===== src/rtl/panel_pkg.sv =====
`default_nettype none
// ============================================================================
// Module      : panel_pkg
// Description : Shared types and default constants for the NX4 panel health
//               monitor (state encoding, watchdog and error-filter defaults).
// Revision    : 1.0 - initial release
// ============================================================================
package panel_pkg;

    // Monitor state. IDLE until the first frame, RUN while frames arrive,
    // STALLED once the watchdog expires.
    typedef enum logic [1:0] {
        IDLE    = 2'd0,
        RUN     = 2'd1,
        STALLED = 2'd2
    } panel_state_t;

    // Roughly 1M cycles without a BLANK edge declares a stalled driver.
    localparam int TIMEOUT_DEFAULT     = 1048576;
    // Consecutive low samples of the error line needed to call it real.
    localparam int XERR_FILTER_DEFAULT = 4;

endpackage
`default_nettype wire


===== src/rtl/xerr_filter.sv =====
`default_nettype none
// ============================================================================
// Module      : xerr_filter
// Description : Synchronises the asynchronous active-low panel error line and
//               debounces it with a saturating low-run counter.
// Ports       : clock     - system clock
//               reset_n   - asynchronous active-low reset
//               led_xerr  - panel error, active low, asynchronous
//               xerr_live - high while the filtered error is present
// Revision    : 1.0 - initial release
// ============================================================================
module xerr_filter
    import panel_pkg::*;
#(
    parameter int XERR_FILTER = XERR_FILTER_DEFAULT
)(
    input  logic clock,
    input  logic reset_n,
    input  logic led_xerr,
    output logic xerr_live
);

    localparam int                 c_CNT_W  = $clog2(XERR_FILTER + 1);
    localparam logic [c_CNT_W-1:0] c_FILTER = c_CNT_W'(XERR_FILTER);

    logic               r_sync1;
    logic               r_sync2;
    logic [c_CNT_W-1:0] r_low_run;

    // Synchroniser flops reset to the inactive (high) level so reset never
    // looks like an error.
    always_ff @(posedge clock or negedge reset_n) begin
        if (!reset_n) begin
            r_sync1 <= 1'b1;
            r_sync2 <= 1'b1;
        end else begin
            r_sync1 <= led_xerr;
            r_sync2 <= r_sync1;
        end
    end

    // Any single high sample restarts the run; the count parks at the filter
    // length while the line stays low.
    always_ff @(posedge clock or negedge reset_n) begin
        if (!reset_n) begin
            r_low_run <= '0;
        end else if (r_sync2) begin
            r_low_run <= '0;
        end else if (r_low_run != c_FILTER) begin
            r_low_run <= r_low_run + 1'b1;
        end
    end

    assign xerr_live = (r_low_run == c_FILTER);

endmodule
`default_nettype wire


===== src/rtl/panel_monitor.sv =====
`default_nettype none
// ============================================================================
// Module      : panel_monitor
// Description : Health monitor downstream of the NX4 panel driver. Counts
//               frames, runs a stall watchdog, latches panel errors, drives
//               the status LEDs and gates the CPLD watchdog feed so a hung
//               driver blanks the panel.
// Ports       : clock, reset_n      - clock, async active-low reset
//               led_blank           - driver BLANK strobe (same domain)
//               led_xerr            - panel error, active low, asynchronous
//               clear_fault         - one-cycle pulse clearing sticky flags
//               cpld_p8             - gated, registered copy of led_blank
//               status_yellow       - frame heartbeat
//               status_orange       - sticky stall seen
//               status_red          - panel error, live or latched
//               fault               - OR of the sticky flags
//               frame_count[15:0]   - wrapping count of BLANK rising edges
// Revision    : 1.0 - initial release
// ============================================================================
module panel_monitor
    import panel_pkg::*;
#(
    parameter int TIMEOUT_CYCLES = TIMEOUT_DEFAULT,
    parameter int XERR_FILTER    = XERR_FILTER_DEFAULT,
    parameter int BLINK_BIT      = 9
)(
    input  logic        clock,
    input  logic        reset_n,
    input  logic        led_blank,
    input  logic        led_xerr,
    input  logic        clear_fault,
    output logic        cpld_p8,
    output logic        status_yellow,
    output logic        status_orange,
    output logic        status_red,
    output logic        fault,
    output logic [15:0] frame_count
);

    localparam int                c_WD_W   = $clog2(TIMEOUT_CYCLES);
    localparam logic [c_WD_W-1:0] c_WD_MAX = c_WD_W'(TIMEOUT_CYCLES - 1);

    logic              r_blank_q;
    logic [15:0]       r_frame_count;
    logic [c_WD_W-1:0] r_wd_count;
    panel_state_t      r_state;
    panel_state_t      w_state_next;
    logic              r_cpld;
    logic              r_stall_seen;
    logic              r_xerr_latched;
    logic              w_blank_rise;
    logic              w_timeout;
    logic              w_stall_set;
    logic              w_xerr_live;

    assign w_blank_rise = led_blank & ~r_blank_q;
    // A BLANK edge in the saturating cycle wins: no timeout that cycle.
    assign w_timeout    = (r_wd_count == c_WD_MAX) & ~w_blank_rise;

    always_ff @(posedge clock or negedge reset_n) begin
        if (!reset_n) begin
            r_blank_q     <= 1'b0;
            r_frame_count <= '0;
            r_wd_count    <= '0;
        end else begin
            r_blank_q <= led_blank;
            if (w_blank_rise) begin
                r_frame_count <= r_frame_count + 16'd1;
                r_wd_count    <= '0;
            end else if (r_wd_count != c_WD_MAX) begin
                r_wd_count <= r_wd_count + 1'b1;
            end
        end
    end

    // State register
    always_ff @(posedge clock or negedge reset_n) begin
        if (!reset_n) begin
            r_state <= IDLE;
        end else begin
            r_state <= w_state_next;
        end
    end

    // Next state; the stall flag is set only on the transition into STALLED.
    always_comb begin
        w_state_next = r_state;
        w_stall_set  = 1'b0;
        case (r_state)
            IDLE: begin
                if (w_blank_rise) begin
                    w_state_next = RUN;
                end else if (w_timeout) begin
                    w_state_next = STALLED;
                    w_stall_set  = 1'b1;
                end
            end
            RUN: begin
                if (w_timeout) begin
                    w_state_next = STALLED;
                    w_stall_set  = 1'b1;
                end
            end
            STALLED: begin
                if (w_blank_rise) begin
                    w_state_next = RUN;
                end
            end
            default: begin
                w_state_next = IDLE;
            end
        endcase
    end

    // Starving the CPLD feed from the first STALLED cycle lets its own
    // watchdog blank the panel.
    always_ff @(posedge clock or negedge reset_n) begin
        if (!reset_n) begin
            r_cpld <= 1'b0;
        end else begin
            r_cpld <= (w_state_next == STALLED) ? 1'b0 : led_blank;
        end
    end

    xerr_filter #(
        .XERR_FILTER (XERR_FILTER)
    ) u_xerr_filter (
        .clock     (clock),
        .reset_n   (reset_n),
        .led_xerr  (led_xerr),
        .xerr_live (w_xerr_live)
    );

    // Sticky flags: a set in the same cycle as clear_fault takes priority.
    always_ff @(posedge clock or negedge reset_n) begin
        if (!reset_n) begin
            r_stall_seen   <= 1'b0;
            r_xerr_latched <= 1'b0;
        end else begin
            if (w_stall_set) begin
                r_stall_seen <= 1'b1;
            end else if (clear_fault) begin
                r_stall_seen <= 1'b0;
            end
            if (w_xerr_live) begin
                r_xerr_latched <= 1'b1;
            end else if (clear_fault) begin
                r_xerr_latched <= 1'b0;
            end
        end
    end

    assign cpld_p8       = r_cpld;
    assign frame_count   = r_frame_count;
    assign status_yellow = r_frame_count[BLINK_BIT];
    assign status_orange = r_stall_seen;
    assign status_red    = w_xerr_live | r_xerr_latched;
    assign fault         = r_stall_seen | r_xerr_latched;

endmodule
`default_nettype wire


===== config.mk =====
export PLATFORM = sky130hd
export DESIGN_NAME = panel_monitor
export DESIGN_NICKNAME = d
export VERILOG_FILES = /design/src/rtl/panel_pkg.sv /design/src/rtl/xerr_filter.sv /design/src/rtl/panel_monitor.sv
export SDC_FILE = /design/constraint.sdc
export NUM_CORES = 1
export LEC_CHECK = 0
export ABC_AREA = 1
export CAP_MARGIN = 20
export CELL_PAD_IN_SITES_DETAIL_PLACEMENT = 2
export CELL_PAD_IN_SITES_GLOBAL_PLACEMENT = 2
export CORE_MARGIN = 1.5
export CORE_UTILIZATION = 33
export CTS_CLUSTER_SIZE = 30
export DETAILED_ROUTE_END_ITERATION = 8
export MAX_ROUTING_LAYER = met4
export PLACE_DENSITY = 0.79
export SYNTH_ARGS = -nofsm -noshare
export SYNTH_HDL_FRONTEND = slang
export SYNTH_SLANG_ARGS = --single-unit

===== constraint.sdc =====
create_clock -name clock -period 2.1 [get_ports clock]
set_input_delay 0.63 -clock clock [delete_from_list [all_inputs] [get_ports clock]]
set_output_delay 0.63 -clock clock [all_outputs]
set_load 0.03 [all_outputs]

==> results of run 1 <==
sequential cells by signal (all words and copies together), names as in the netlist:
register                 flops
r_wd_count                  20
r_state                      2
u_xerr_filter.r_low_run      3
r_xerr_latched               1
u_xerr_filter.r_sync2        1
u_xerr_filter.r_sync1        1
status_orange                1
frame_count                 16
cpld_p8                      1
r_blank_q                    1
routing by layer:
layer  vias to the layer above  part of all wire
li1                       1070                 -
met1                      1111              0.47
met2                        23              0.51
met3                         6             0.020
met4                         0            0.0084
met5                         -                 0
path summary, 6_finish.rpt:
| path | startpoint | endpoint | slack (ns) | cells past startpoint |
|---|---|---|---|---|
| worst max register to register | r_wd_count[0]$_DFFE_PN0N_ | r_wd_count[0]$_DFFE_PN0N_ | 0.37 | 7 |
| worst max-delay path | frame_count[3]$_DFFE_PN0N_ | frame_count[3] | 0.06 | 1 |
| max in group asynchronous | reset_n | u_xerr_filter.r_sync2$_DFF_PN1_ | 1.52 | 2 |
| worst min register to register | u_xerr_filter.r_sync1$_DFF_PN1_ | u_xerr_filter.r_sync2$_DFF_PN1_ | 0.37 | 0 |
| min in group clock | u_xerr_filter.r_sync1$_DFF_PN1_ | u_xerr_filter.r_sync2$_DFF_PN1_ | 0.37 | 0 |
| worst min-delay path | reset_n | r_wd_count[15]$_DFFE_PN0N_ | 0.29 | 2 |
kinds of logic (layout without fill, tap and decap cells):
kind of cell               count (synthesis)  in the layout  share of synthesized area
xor gates and xnor gates                  15             15                     0.0523
AOI/OAI and AO/OA                         26             26                     0.0583
and+or+nand+nor                          182            182                      0.329
buffers and inverters                     43             79                     0.0707
adders and majority gates                  4              4                     0.0199
DFF                                       47             47                      0.469
cells in the mapped netlist, drive strengths merged:
cell type	instances
nand2	99
dfrtp	45
inv	37
nor2	34
nand3	32
o21ai	15
nand4	8
xnor2	8
xor2	7
buf	5
o21bai	5
ha	4
nor3	4
a21oi	3
or2	3
a31oi	2
dfstp	2
and2	1
clkbuf	1
nor2b	1
o22ai	1
power groups by stage:
| stage | Sequential, mW | Clock (mW) | Combinational [mW] |
|---|---|---|---|
| global placement | 1.15 | 0 | 0.621 |
| global route | 1.16 | 0.775 | 0.711 |
| detailed placement | 1.16 | 0 | 0.648 |
| finish | 1.14 | 0.710 | 0.638 |
| CTS | 1.15 | 0.734 | 0.663 |
| floorplan | 1.25 | 0 | 0.266 |
timing repair:
action	4_1_cts	5_1_grt
hold buffers	0	0
gates resized for setup	6	14
endpoints found under the hold margin	0	0
endpoints found under the setup margin	4	13
area by class of cell:
cell class / instances / share of cell area
Clock inverter: 3 / 0.0155
Inverter: 37 / 0.0454
Clock buffer: 5 / 0.0225
Sequential cell: 47 / 0.385
Tap cell: 99 / 0.0405
Multi-Input combinational cell: 227 / 0.378
Timing Repair Buffer: 34 / 0.113
worst reg2reg max path, stage by stage, from the launching register on:
cell and delay (ns):
dfrtp_1 0.50, ha_1 0.25, nand3_2 0.10, inv_2 0.12, nand2_4 0.08, nor2_4 0.16
nand3_4 0.22, o21ai_0 0.22
==> flow_metrics.env, run 1 <==
export IMPL_run_status="finished clean"
export IMPL_finalWeightedCongestion=0.799
export IMPL_initial_utilization=0.344
export IMPL_fraction_of_layout_instances_using_a_drive_strength_above_1=0.105
export IMPL_slew_worst_pin_ns=0.331
export IMPL_max_cap_viol_count=0
export IMPL_worstHoldPathType="input pin to async pin"
export IMPL_grt_util_met3=0.0313
export IMPL_syn_instance_count=317
export IMPL_cts_setup_buffers=0
export IMPL_io_buffers=25
export IMPL_drtIter0Drc=70
export IMPL_post_drt_via_cell_ratio=4.89
export IMPL_timing_final_setup_violations=0
export IMPL_cts_sink_count=47
export IMPL_initial_antenna_violation_count=0
export IMPL_total_power_mw=2.49
export IMPL_post_drt_wl_per_cell_um=15.5
export IMPL_p_int_mw=1.63
export IMPL_power_leakage_nw=1.67
export IMPL_rsz0062_at_grt="no"
export IMPL_layout_area_overhead_vs_synth_pct=21.8
export IMPL_design_portCount=26
export IMPL_grt_pass1_vias=2511
export IMPL_power_share_sequential=0.458
export IMPL_mean_area_per_synthesized_cell_um2=7.92
export IMPL_drt_pass1_iter_count=4
export IMPL_total_routing_usage_reported_by_global_routing=0.195
export IMPL_preCtsSetupSlack_ns=-0.119
export IMPL_antenna_diode_count=0
export IMPL_synth_seq_cells=47
export IMPL_most_common_cell_after_layout_fill_and_taps_aside="nand2_1"
export IMPL_die_width_um=90.2
export IMPL_critical_path_slowest_cell="clkdlybuf4s50_1"
export IMPL_total_count_of_max_transition_violations_in_the_final_report=0
export IMPL_post_synth_top_area_cell="dfrtp_1"
export IMPL_place_area_um2=2920
export IMPL_postLayoutSetupSlackWorst_ns=0.0554
export IMPL_yosys_area_top_type_share=0.448
export IMPL_nets_final=361
export IMPL_dp_final_hpwl_um=5160
export IMPL_placementRows=31
export IMPL_grt_start_max_net_pins=48
export IMPL_fin_skew_ns=0.0130
export IMPL_clk_root_buffer_cell="clkbuf_8"
export IMPL_comb_power_frac=0.256
export IMPL_setup_worst_path_end_class="output pin"
export IMPL_die_area_um2=8140
export IMPL_setup_total_negative_slack_ns=0
export IMPL_power_share_clock=0.285
export IMPL_placed_cells_incl_taps=444
export IMPL_cp_arrival_ns=1.41
export IMPL_gr_total_overflow=0
export IMPL_worstPathCellList="clkdlybuf4s50_1"
export IMPL_final_core_utilization=0.420
export IMPL_power_density_nw_per_um2=813
export IMPL_drt_wl_total_um=7000
export IMPL_global_route_wire_length_before_repair_um=12300
export IMPL_fraction_of_the_cycle_the_final_worst_path_needs=0.974
export IMPL_worst_endpoint_required_ns=1.47
export IMPL_cts_max_level=2
export IMPL_multi_input_comb_area_um2=1150
export IMPL_globalRouteMet1Util=0.244
export IMPL_core_region_area_um2=7290
export IMPL_yosysUniqueCellTypes=33
export IMPL_critical_path_buf_inv_count=1
export IMPL_clk_transition_reported_paths_ns=0.11
export IMPL_fillerInstances=874
export IMPL_postLayoutCellArea_um2=3060
export IMPL_netlist_area_um2=2510
export IMPL_worst_ir_drop_vdd_mv=0.311
export IMPL_insertion_delay_ns=0.31
export IMPL_max_stage_delay_ns=0.69
export IMPL_crit_path_max_fanout=4
export IMPL_cts_buffers=5
export IMPL_area_sequential_um2=1180
export IMPL_timing_critical_path_from_type="flip-flop"
export IMPL_switchingPower_uw=859
export IMPL_num_vias=2210
export IMPL_switching_portion_of_total_power=0.345
export IMPL_die_h_um=90.2
export IMPL_drcViolationCount=0
export IMPL_final_min_clock_period_ns=2.04
export IMPL_drtAntennaViolNets=0
export IMPL_synth_top_cells_by_area="dfrtp_1, nand2_1, nand3_1"
export IMPL_fin_cells=452
export IMPL_timing_hold_ws_ns=0.288
export IMPL_highest_count_cells_in_the_layout_ignoring_fill_and_taps="nand2_1, dfrtp_1, inv_1"
export IMPL_grt_met2_usage=0.333
export IMPL_cpLargestDelayFamily="buffers and inverters"
export IMPL_finalHoldViolations=0
export IMPL_clock_fmax_mhz=489
export IMPL_worst_case_clock_buffer_depth=2
export IMPL_criticalPathCategory="flip-flop to output pin"
export IMPL_tritoncts="built"
export IMPL_ys_seq_area_frac=0.469
export IMPL_busiest_grt_layer="met2"
export IMPL_slew_headroom=0.779
export IMPL_synthesis_yosys_warnings=0
export IMPL_synth_nets=326
Note: power is estimated with default switching activity, not from simulation.
==> run 2, diff against run 1 <==
--- a/config.mk
+++ b/config.mk
@@ -11,6 +11,7 @@
 export CELL_PAD_IN_SITES_GLOBAL_PLACEMENT = 2
 export CORE_MARGIN = 1.5
 export CORE_UTILIZATION = 33
+export CTS_BUF_LIST = sky130_fd_sc_hd__clkbuf_16
 export CTS_CLUSTER_SIZE = 30
 export DETAILED_ROUTE_END_ITERATION = 8
 export MAX_ROUTING_LAYER = met4
==> run 2 against run 1 <==
Effect of this change:
- highest routed layer unchanged
- sequential cell count unchanged
- first-iteration DRC count increased by 41%
- register-to-register slack worse by 0.15 ns
- clock-buffer cell count stayed put
==> flow_metrics.env, run 2 (synthesis gave the netlist of run 1 again) <==
export IMPL_preCtsSetupSlack_ns=-0.119
export IMPL_fin_skew_ns=0.0114
export IMPL_nets_final=361
export IMPL_cpLargestDelayFamily="buffers and inverters"
export IMPL_max_flop_register="r_wd_count"
export IMPL_global_route_wire_length_before_repair_um=13200
export IMPL_regToRegStartpoint="r_wd_count[0]$_DFFE_PN0N_"
export IMPL_met3RoutedLength_um=180
export IMPL_postLayoutSetupSlackWorst_ns=0.0345
export IMPL_critical_path_buf_inv_count=1
export IMPL_max_cap_viol_count=0
export IMPL_highest_count_cells_in_the_layout_ignoring_fill_and_taps="nand2_1, dfrtp_1, inv_1"
export IMPL_clk_transition_reported_paths_ns=0.08
export IMPL_final_core_utilization=0.425
export IMPL_io_buffers=25
export IMPL_placed_cells_incl_taps=444
export IMPL_largest_register_ffs=20
export IMPL_critPathLaunch="frame_count[10]$_DFFE_PN0N_"
export IMPL_cp_arrival_ns=1.44
export IMPL_die_h_um=90.2
export IMPL_finalHoldViolations=0
export IMPL_regToRegSetupSlack_ns=0.22
export IMPL_initial_utilization=0.344
export IMPL_setup_total_negative_slack_ns=0
export IMPL_slew_headroom=0.756
export IMPL_cts_repair_resized=5
export IMPL_most_common_cell_after_layout_fill_and_taps_aside="nand2_1"
export IMPL_drtIter0Drc=99
export IMPL_critical_path_slowest_cell="clkdlybuf4s50_1"
export IMPL_clk_root_buffer_cell="clkbuf_16"
export IMPL_gr_total_overflow=0
export IMPL_post_drt_wl_per_cell_um=17.0
export IMPL_drt_pass1_iter_count=4
export IMPL_slew_worst_pin_ns=0.366
export IMPL_criticalPathCategory="flip-flop to output pin"
export IMPL_multi_input_comb_area_um2=1150
export IMPL_core_region_area_um2=7290
export IMPL_die_width_um=90.2
export IMPL_total_count_of_max_transition_violations_in_the_final_report=0
export IMPL_design_portCount=26
export IMPL_fraction_of_the_cycle_the_final_worst_path_needs=0.984
export IMPL_fin_cells=452
export IMPL_finalWeightedCongestion=0.799
export IMPL_final_min_clock_period_ns=2.07
export IMPL_setup_worst_path_end_class="output pin"
export IMPL_drcViolationCount=0
export IMPL_cts_max_level=2
export IMPL_initial_antenna_violation_count=0
export IMPL_area_sequential_um2=1180
export IMPL_worst_case_clock_buffer_depth=2
export IMPL_drtAntennaViolNets=0
export IMPL_power_leakage_nw=1.57
export IMPL_worst_r2r_cell_count=7
export IMPL_worstHoldPathType="input pin to async pin"
export IMPL_layout_area_overhead_vs_synth_pct=23.4
export IMPL_cts_hold_repair_buffers=0
export IMPL_num_vias=2266
export IMPL_post_drt_via_cell_ratio=5.01
export IMPL_tritoncts="built"
export IMPL_total_power_mw=2.77
export IMPL_rr_endpoint="r_wd_count[0]$_DFFE_PN0N_"
export IMPL_total_routing_usage_reported_by_global_routing=0.209
export IMPL_clock_fmax_mhz=484
export IMPL_timing_final_setup_violations=0
export IMPL_insertion_delay_ns=0.30
export IMPL_drt_wl_total_um=7660
export IMPL_rsz0062_at_grt="no"
export IMPL_fraction_of_layout_instances_using_a_drive_strength_above_1=0.105
export IMPL_max_stage_delay_ns=0.70
export IMPL_crit_path_max_fanout=4
export IMPL_highest_layer="met4"
export IMPL_die_area_um2=8140
export IMPL_cts_setup_buffers=0
export IMPL_grt_pass1_vias=2580
export IMPL_antenna_diode_count=0
export IMPL_grt_start_max_net_pins=48
export IMPL_worst_ir_drop_vdd_mv=0.340
export IMPL_met2RoutedLength_um=3940
export IMPL_placementRows=31
export IMPL_routedLengthMet1_um=3390
export IMPL_dp_final_hpwl_um=5160
export IMPL_worst_endpoint_required_ns=1.47
export IMPL_cts_sink_count=47
export IMPL_run_status="finished clean"
export IMPL_cts_buffers=5
export IMPL_power_density_nw_per_um2=893
export IMPL_timing_critical_path_from_type="flip-flop"
export IMPL_worstPathCellList="clkdlybuf4s50_1"
export IMPL_fillerInstances=858
run 2: cell types whose count changed in the layout (fill, tap and decap cells not counted):
cell / before / now
clkdlybuf4s50_1: 8 / 15
dlymetal6s2s_1: 12 / 5
clkbuf_2: 0 / 1
clkbuf_16: 0 / 5
clkbuf_8: 5 / 0
buf_2: 2 / 1
run 2: through the flow:
stage	hold slack, ns	cell area (um2)
2_1_floorplan	0.334	2510
3_3_place_gp	0.346	2920
3_5_place_dp	0.354	2920
4_1_cts	0.323	3090
5_1_grt	0.337	3100
6_report	0.304	3100
run 2: layout make-up:
cell class                 count  area share
sequential                    47       0.380
inverter                      37      0.0448
multi-input combinational    227       0.373
clock inverter                 3      0.0153
timing repair buffer          34       0.106
tap                           99      0.0400
clock buffer                   5      0.0404
run 2: report_power, final:
part | switching [mW] | internal [mW] | total [mW]
clock | 0.381 | 0.569 | 0.950
combinational | 0.415 | 0.255 | 0.670
sequential | 0.131 | 1.02 | 1.15
total | 0.927 | 1.84 | 2.77
run 2: worst max path at each step:
stage,to,slack [ns],depth (start not counted)
after floorplan,status_red,0.57,4
after global placement,frame_count[8]$_DFFE_PN0N_,-0.03,7
after detailed placement,frame_count[8]$_DFFE_PN0N_,-0.12,7
after CTS,frame_count[5],0.001,1
after global routing,frame_count[6],0.005,1
final,frame_count[10],0.03,1
run 2: per-layer routing:
metal / track usage / vias to the layer above
li1: - / 1072
met1: 0.255 / 1155
met2: 0.360 / 28
met3: 0.0313 / 11
met4: 0.0582 / 0
met5: - / -
